[src/rtl/msu_sq_sequencer.sv]
// Iteration controller for the MSU's 8-cycle modular squarer: job intake, run/stop, abort, checkpoints.
// Defining MSU_SEQ_WATCHDOG_EN adds a stall watchdog that aborts a RUN with no sq_valid for WDOG_CYCLES.
module msu_sq_sequencer #(
    parameter int T_LEN         = 64,
    parameter int CKPT_INTERVAL = 0,
    parameter int WDOG_CYCLES   = 1024
) (
    input  logic             clk,
    input  logic             reset,
    input  logic             cmd_valid,
    output logic             cmd_ready,
    input  logic [T_LEN-1:0] cmd_t_start,
    input  logic [T_LEN-1:0] cmd_t_final,
    input  logic             abort,
    output logic             sq_rst,
    output logic             sq_start,
    input  logic             sq_valid,
    output logic             sq_capture,
    output logic             ckpt_valid,
    input  logic             ckpt_ready,
    output logic [T_LEN-1:0] ckpt_t,
    output logic             ckpt_overrun,
    output logic             done,
    output logic             done_aborted,
    output logic [T_LEN-1:0] t_current
);

    typedef enum logic [2:0] {
        S_IDLE,
        S_START,
        S_RUN,
        S_FINISH,
        S_ABORT
    } state_t;

    localparam bit               CKPT_EN     = (CKPT_INTERVAL > 0);
    localparam logic [T_LEN-1:0] CKPT_RELOAD = CKPT_EN ? T_LEN'(CKPT_INTERVAL - 1) : '0;

    state_t           r_state;
    logic             r_cmd_ready;
    logic             r_sq_rst;
    logic             r_sq_start;
    logic             r_done;
    logic             r_done_aborted;
    logic             r_ckpt_valid;
    logic             r_ckpt_overrun;
    logic [T_LEN-1:0] r_ckpt_t;
    logic [T_LEN-1:0] r_ckpt_cnt;
    logic [T_LEN-1:0] r_t_current;
    logic [T_LEN-1:0] r_t_final;

    logic             w_at_final;
    logic             w_wdog_trip;
    logic             w_count;
    logic             w_capture;

    assign w_at_final = (r_t_current == r_t_final);

    // A squaring counts only in RUN when neither finish nor any abort source takes priority.
    assign w_count   = !reset && (r_state == S_RUN) && !w_at_final && !abort && !w_wdog_trip && sq_valid;
    assign w_capture = CKPT_EN && w_count && (r_ckpt_cnt == '0);

`ifdef MSU_SEQ_WATCHDOG_EN
    localparam int WDOG_W = $clog2(WDOG_CYCLES + 1);

    logic [WDOG_W-1:0] r_wdog_cnt;

    // Held at zero outside RUN, so entering RUN always starts a fresh count.
    always_ff @(posedge clk) begin
        if (reset || sq_valid || r_state != S_RUN) begin
            r_wdog_cnt <= '0;
        end else begin
            r_wdog_cnt <= r_wdog_cnt + WDOG_W'(1);
        end
    end

    assign w_wdog_trip = (r_state == S_RUN) && !sq_valid && (r_wdog_cnt == WDOG_W'(WDOG_CYCLES - 1));
`else
    assign w_wdog_trip = 1'b0;
`endif

    // NOTE: all state lives in clocked blocks with non-blocking assignments, so every
    // branch reads the pre-edge values and the order of statements inside cannot race.
    always_ff @(posedge clk) begin
        if (reset) begin
            r_state        <= S_IDLE;
            r_cmd_ready    <= 1'b1;
            r_sq_rst       <= 1'b1;
            r_sq_start     <= 1'b0;
            r_done         <= 1'b0;
            r_done_aborted <= 1'b0;
            r_ckpt_valid   <= 1'b0;
            r_ckpt_overrun <= 1'b0;
            r_ckpt_t       <= '0;
            r_ckpt_cnt     <= '0;
            r_t_current    <= '0;
            r_t_final      <= '0;
        end else begin
            r_sq_start     <= 1'b0;
            r_done         <= 1'b0;
            r_done_aborted <= 1'b0;

            case (r_state)
                S_IDLE: begin
                    if (cmd_valid) begin
                        r_t_current    <= cmd_t_start;
                        r_t_final      <= cmd_t_final;
                        r_ckpt_cnt     <= CKPT_RELOAD;
                        r_ckpt_overrun <= 1'b0;
                        r_cmd_ready    <= 1'b0;
                        r_sq_rst       <= 1'b0;
                        r_sq_start     <= 1'b1;
                        r_state        <= S_START;
                    end
                end
                S_START: begin
                    if (abort) begin
                        r_done         <= 1'b1;
                        r_done_aborted <= 1'b1;
                        r_sq_rst       <= 1'b1;
                        r_state        <= S_ABORT;
                    end else begin
                        r_state <= S_RUN;
                    end
                end
                S_RUN: begin
                    if (w_at_final) begin
                        r_done  <= 1'b1;
                        r_state <= S_FINISH;
                    end else if (abort || w_wdog_trip) begin
                        r_done         <= 1'b1;
                        r_done_aborted <= 1'b1;
                        r_sq_rst       <= 1'b1;
                        r_state        <= S_ABORT;
                    end else if (sq_valid) begin
                        r_t_current <= r_t_current + T_LEN'(1);
                        if (CKPT_EN) begin
                            r_ckpt_cnt <= (r_ckpt_cnt == '0) ? CKPT_RELOAD : r_ckpt_cnt - T_LEN'(1);
                        end
                    end
                end
                S_FINISH: begin
                    r_sq_rst    <= 1'b1;
                    r_cmd_ready <= 1'b1;
                    r_state     <= S_IDLE;
                end
                S_ABORT: begin
                    r_cmd_ready <= 1'b1;
                    r_state     <= S_IDLE;
                end
                default: begin
                    r_sq_rst    <= 1'b1;
                    r_cmd_ready <= 1'b1;
                    r_state     <= S_IDLE;
                end
            endcase

            // A new capture replaces any pending checkpoint; a simultaneous handshake is not an overrun.
            if (w_capture) begin
                r_ckpt_valid <= 1'b1;
                r_ckpt_t     <= r_t_current + T_LEN'(1);
                if (r_ckpt_valid && !ckpt_ready) begin
                    r_ckpt_overrun <= 1'b1;
                end
            end else if (r_ckpt_valid && ckpt_ready) begin
                r_ckpt_valid <= 1'b0;
            end
        end
    end

    // sq_capture is combinational so the host latches sq_out alongside the sq_valid that produced it.
    assign sq_capture   = w_capture;
    assign cmd_ready    = r_cmd_ready;
    assign sq_rst       = r_sq_rst;
    assign sq_start     = r_sq_start;
    assign ckpt_valid   = r_ckpt_valid;
    assign ckpt_t       = r_ckpt_t;
    assign ckpt_overrun = r_ckpt_overrun;
    assign done         = r_done;
    assign done_aborted = r_done_aborted;
    assign t_current    = r_t_current;

endmodule

[config.mk]
export PLATFORM = sky130hd
export DESIGN_NAME = msu_sq_sequencer
export DESIGN_NICKNAME = d
export VERILOG_FILES = /design/src/rtl/msu_sq_sequencer.sv
export SDC_FILE = /design/constraint.sdc
export NUM_CORES = 1
export LEC_CHECK = 0
export CAP_MARGIN = 30
export CORE_UTILIZATION = 50
export DETAILED_ROUTE_END_ITERATION = 16
export PLACE_DENSITY = 0.83
export SYNTH_ARGS = -nofsm -noshare
export SYNTH_HDL_FRONTEND = slang
export SYNTH_SLANG_ARGS = --single-unit
[constraint.sdc]
create_clock -name clk -period 5.9 [get_ports clk]
set_input_delay 0.59 -clock clk [delete_from_list [all_inputs] [get_ports clk]]
set_output_delay 0.59 -clock clk [all_outputs]
set_load 0.005 [all_outputs]
==> summary.md <==
| Metric | Value |
|---|---|
| Synth Area in Compound Gates | `0.194` |
| Grt ovf | `0` |
| Largest net degree at the start of global routing | `between 80 and 90` |
| Iteration-0 DRC Markers | `about 1000` |
| Ports | `between 200 and 300` |
| Sequential share of power | `0.404` |
| Outcome | `finished, final reports clean` |
| R2R Setup Slk | `between 2 and 2.5 ns` |
| Layout area overhead | `30.3%` |
| Post-Syn Instances | `around 1000` |
| Critical path origin | `t_current[26]` |
| CP endpoint | `t_current[58]` |
| R2R Path End | `t_current[58]` |
| Mean post-synth cell area | `approximately 7.6 um^2` |
| Synth Register Bits | `136` |
| Largest family of logic cells by synthesized area | `simple AND/OR/NAND/NOR gates` |
| Vias in the first global route | `7471` |
| Max Slew Vio Count | `0` |
| CTS root buf | `clkbuf_16` |
| TritonCTS Buffers | `17` |
| Net switching power | `between 700 and 800 uW` |
| Max Cap Viol | `0` |
| Req. time, crit path | `6.21 ns` |
| Crit path time final | `about 3.6 ns` |
| Initial antenna violation count | `0` |
| # diodes | `0` |
| Rows | `45` |
| Final-layout fill cell count | `roughly 1300` |
| Final period utilization | `0.608` |
| Final Hold Fails | `0` |
| Wire length per cell | `18.5 um` |
| CTS tree | `done` |
| Share of cells above drive strength 1 | `0.0557` |
| Util after Layout | `0.670` |
| Max Clock Freq | `0.279 GHz` |
| DR DRC count | `0` |
| Port buffer count | `201` |
| Final wirelength | `26100 um` |
| Slew @ Worst Pin | `0.953 ns` |
| Final setup fails | `0` |
| Register area | `about 2700 um^2` |
| Netlist cell types | `73` |
| Sum Neg Setup Slack | `0 ns` |
| Number of flops mapped to enable cells by yosys | `0` |
| HP Class | `flip-flop to flip-flop` |
| Routed via count | `8380` |
| Drt via density | `around 5.9` |
| Setup repair bufs after CTS | `0` |
| CP Class | `flip-flop to flip-flop` |
| Post-synthesis xor/xnor area fraction | `0.0711` |
| Gpl congestion | `~0.93` |
| Dominant synthesized flop cell | `dfxtp_1` |
| Clock group share of total power | `0.414` |
| Internal cell power | `1990 uW` |
| Mux share of post-synthesis cell area | `0` |
| Hold-fix buffers, CTS | `0` |
| Sw frac | `0.277` |
| Adder-Cell Fraction of Synth Area | `0.00159` |
| Comb pwr share | `0.182` |
| Simple-gate share of the synthesized area | `0.275` |
| Reg2reg start | `t_current[26]` |
| Tot GR Track Use | `0.320` |
| Die H | `approximately 130 um` |
| Cell Pwr Density | `about 270 nW/um^2` |
| Static leakage power | `roughly 0.0035 uW` |
| Dpl hpwl | `between 15000 and 20000 um` |
| Final net count | `approximately 1300` |
| Setup crit start kind | `flip-flop` |
| R2R depth | `7` |
| Clk_skew | `0.00596 ns` |
| Drt pass-1 iters | `6` |
| Antenna viol nets, final | `0` |
| CTS clock-pin slew for the worst setup and hold paths | `~0.06 ns` |
| Die X | `~130 um` |
| Core area | `between 15000 and 20000 um^2` |
| Relative slew slack | `0.363` |
| Synthesized area | `between 7000 and 8000 um^2` |
| Crit path DAT | `3.90 ns` |
| Multi-input gate area | `~4500 um^2` |
| Htree depth | `4` |
| VDD IR max | `about 180 uV` |
| First-pass GRT wire length | `40100 um` |
| Async SR Flop Fraction | `0` |
| Worst skew pair latency | `about 0.43 ns` |
| Clk buf depth | `2` |
| Ys Warns | `0` |
| Initial core utilization | `0.514` |
| Critical Path End Type | `flip-flop` |
| Clock sink count | `about 140` |
| Unrepaired setup endpoints after global routing | `false` |
| Resize count post-CTS | `0` |
| Seq/Total Area, Yosys | `0.346` |
| DIE AREA | `around 16000 um^2` |
| Maximum fanout along the worst path | `18` |
## synthesized netlist by cell type, drive strengths merged, types with 9 or more instances
cell / instances / area [um^2]
dfxtp: 136 / 2720
nand4: 36 / 238
o31ai: 16 / 120
nand3: 38 / 218
nand2: 202 / 758
nor2: 43 / 164
inv: 9 / 33.8
a21oi: 113 / 569
xnor2: 64 / 561
o211ai: 11 / 82.6
buf: 93 / 651
o22ai: 17 / 113
nor3: 44 / 230
clkbuf: 48 / 201
and3: 12 / 76.3
o21ai: 29 / 156
nor4: 30 / 209
## metal layers
metal,GRT usage,up-vias,routed length [um]
met3,0.0565,78,3010
met5,0,-,0
met1,0.440,3885,10500
li1,-,3871,-
met4,0.166,0,1100
met2,0.479,546,11500
## critical path: stages, from the launching register on
cell,delay [ns]
dfxtp_1,0.69
xnor2_1,0.18
nand4_1,0.09
nor4_1,0.57
nand4_2,0.45
a21oi_2,0.87
nor2_1,0.30
a32o_1,0.30
## placed cells by master, fill, tap and decap left out, drive strengths merged, types with 6 or more instances in the layout
cell type	count
o22ai	17
o21ai	29
o311ai	6
clkdlybuf4s50	200
conb	67
nor3	44
dfxtp	136
and4	7
inv	9
nand3	38
and3	12
or3	7
nand2	202
nor2	43
buf	8
or2	7
xnor2	64
nor4	30
a21oi	113
o211ai	11
a32o	7
clkbuf	25
nand4	36
o31ai	16
nand2b	6
## how the worst min path moves through the flow
stage	startpoint	to	slack [ns]	cells after the start
finish	r_t_final[54]	r_t_final[54]	0.47	2
global route	r_t_final[60]	r_t_final[60]	0.48	2
CTS	r_t_final[16]	r_t_final[16]	0.47	2
detailed placement	r_t_final[16]	r_t_final[16]	0.46	2
global placement	r_t_final[41]	r_t_final[41]	0.46	2
floorplan	r_t_final[0]	r_t_final[0]	0.45	2
## per-stage QoR
step	instance area [um^2]	hold WS [ns]	setup WS, ns	std cells	power, uW
final	10300	0.469	2.32	1414	2750
after global routing	10300	0.484	2.19	1414	2840
after CTS	10200	0.467	2.44	1413	2740
after detailed placement	9610	0.460	2.34	1381	1610
after global placement	9610	0.455	2.33	1381	1610
after floorplan	8130	0.449	3.61	1103	1380
## cell type report
| type | instances | area share |
|---|---|---|
| clock buffers | 24 | 0.0469 |
| clock inverters | 8 | 0.0139 |
| inverters | 9 | 0.00329 |
| multi-input cells | 817 | 0.442 |
| flip-flops and latches | 136 | 0.265 |
| well taps | 211 | 0.0257 |
| repair buffers | 209 | 0.203 |
## power groups by stage
stage	sequential, uW	clock, uW	combinational [uW]
after detailed placement	1120	0	490
after floorplan	1080	0	299
after global placement	1120	0	484
after CTS	1110	1140	493
after global routing	1120	1190	538
final	1110	1140	501
## state kept, by name (all words and copies together) (netlist names)
register	cells
cmd_ready	1
done	1
done_aborted	1
r_state	3
r_t_final	64
sq_rst	1
sq_start	1
t_current	64
## kinds of logic (layout without fill, tap and decap cells)
logic type	after synthesis	after routing
flip-flops	136	136
AO/OA/AOI/OAI	242	242
AND/OR/NAND/NOR	443	443
XOR/XNOR	64	64
adder cells (fa/ha/maj)	1	1
other	1	67
buffers and inverters	150	250
Note: power is estimated with default switching activity, not from simulation.
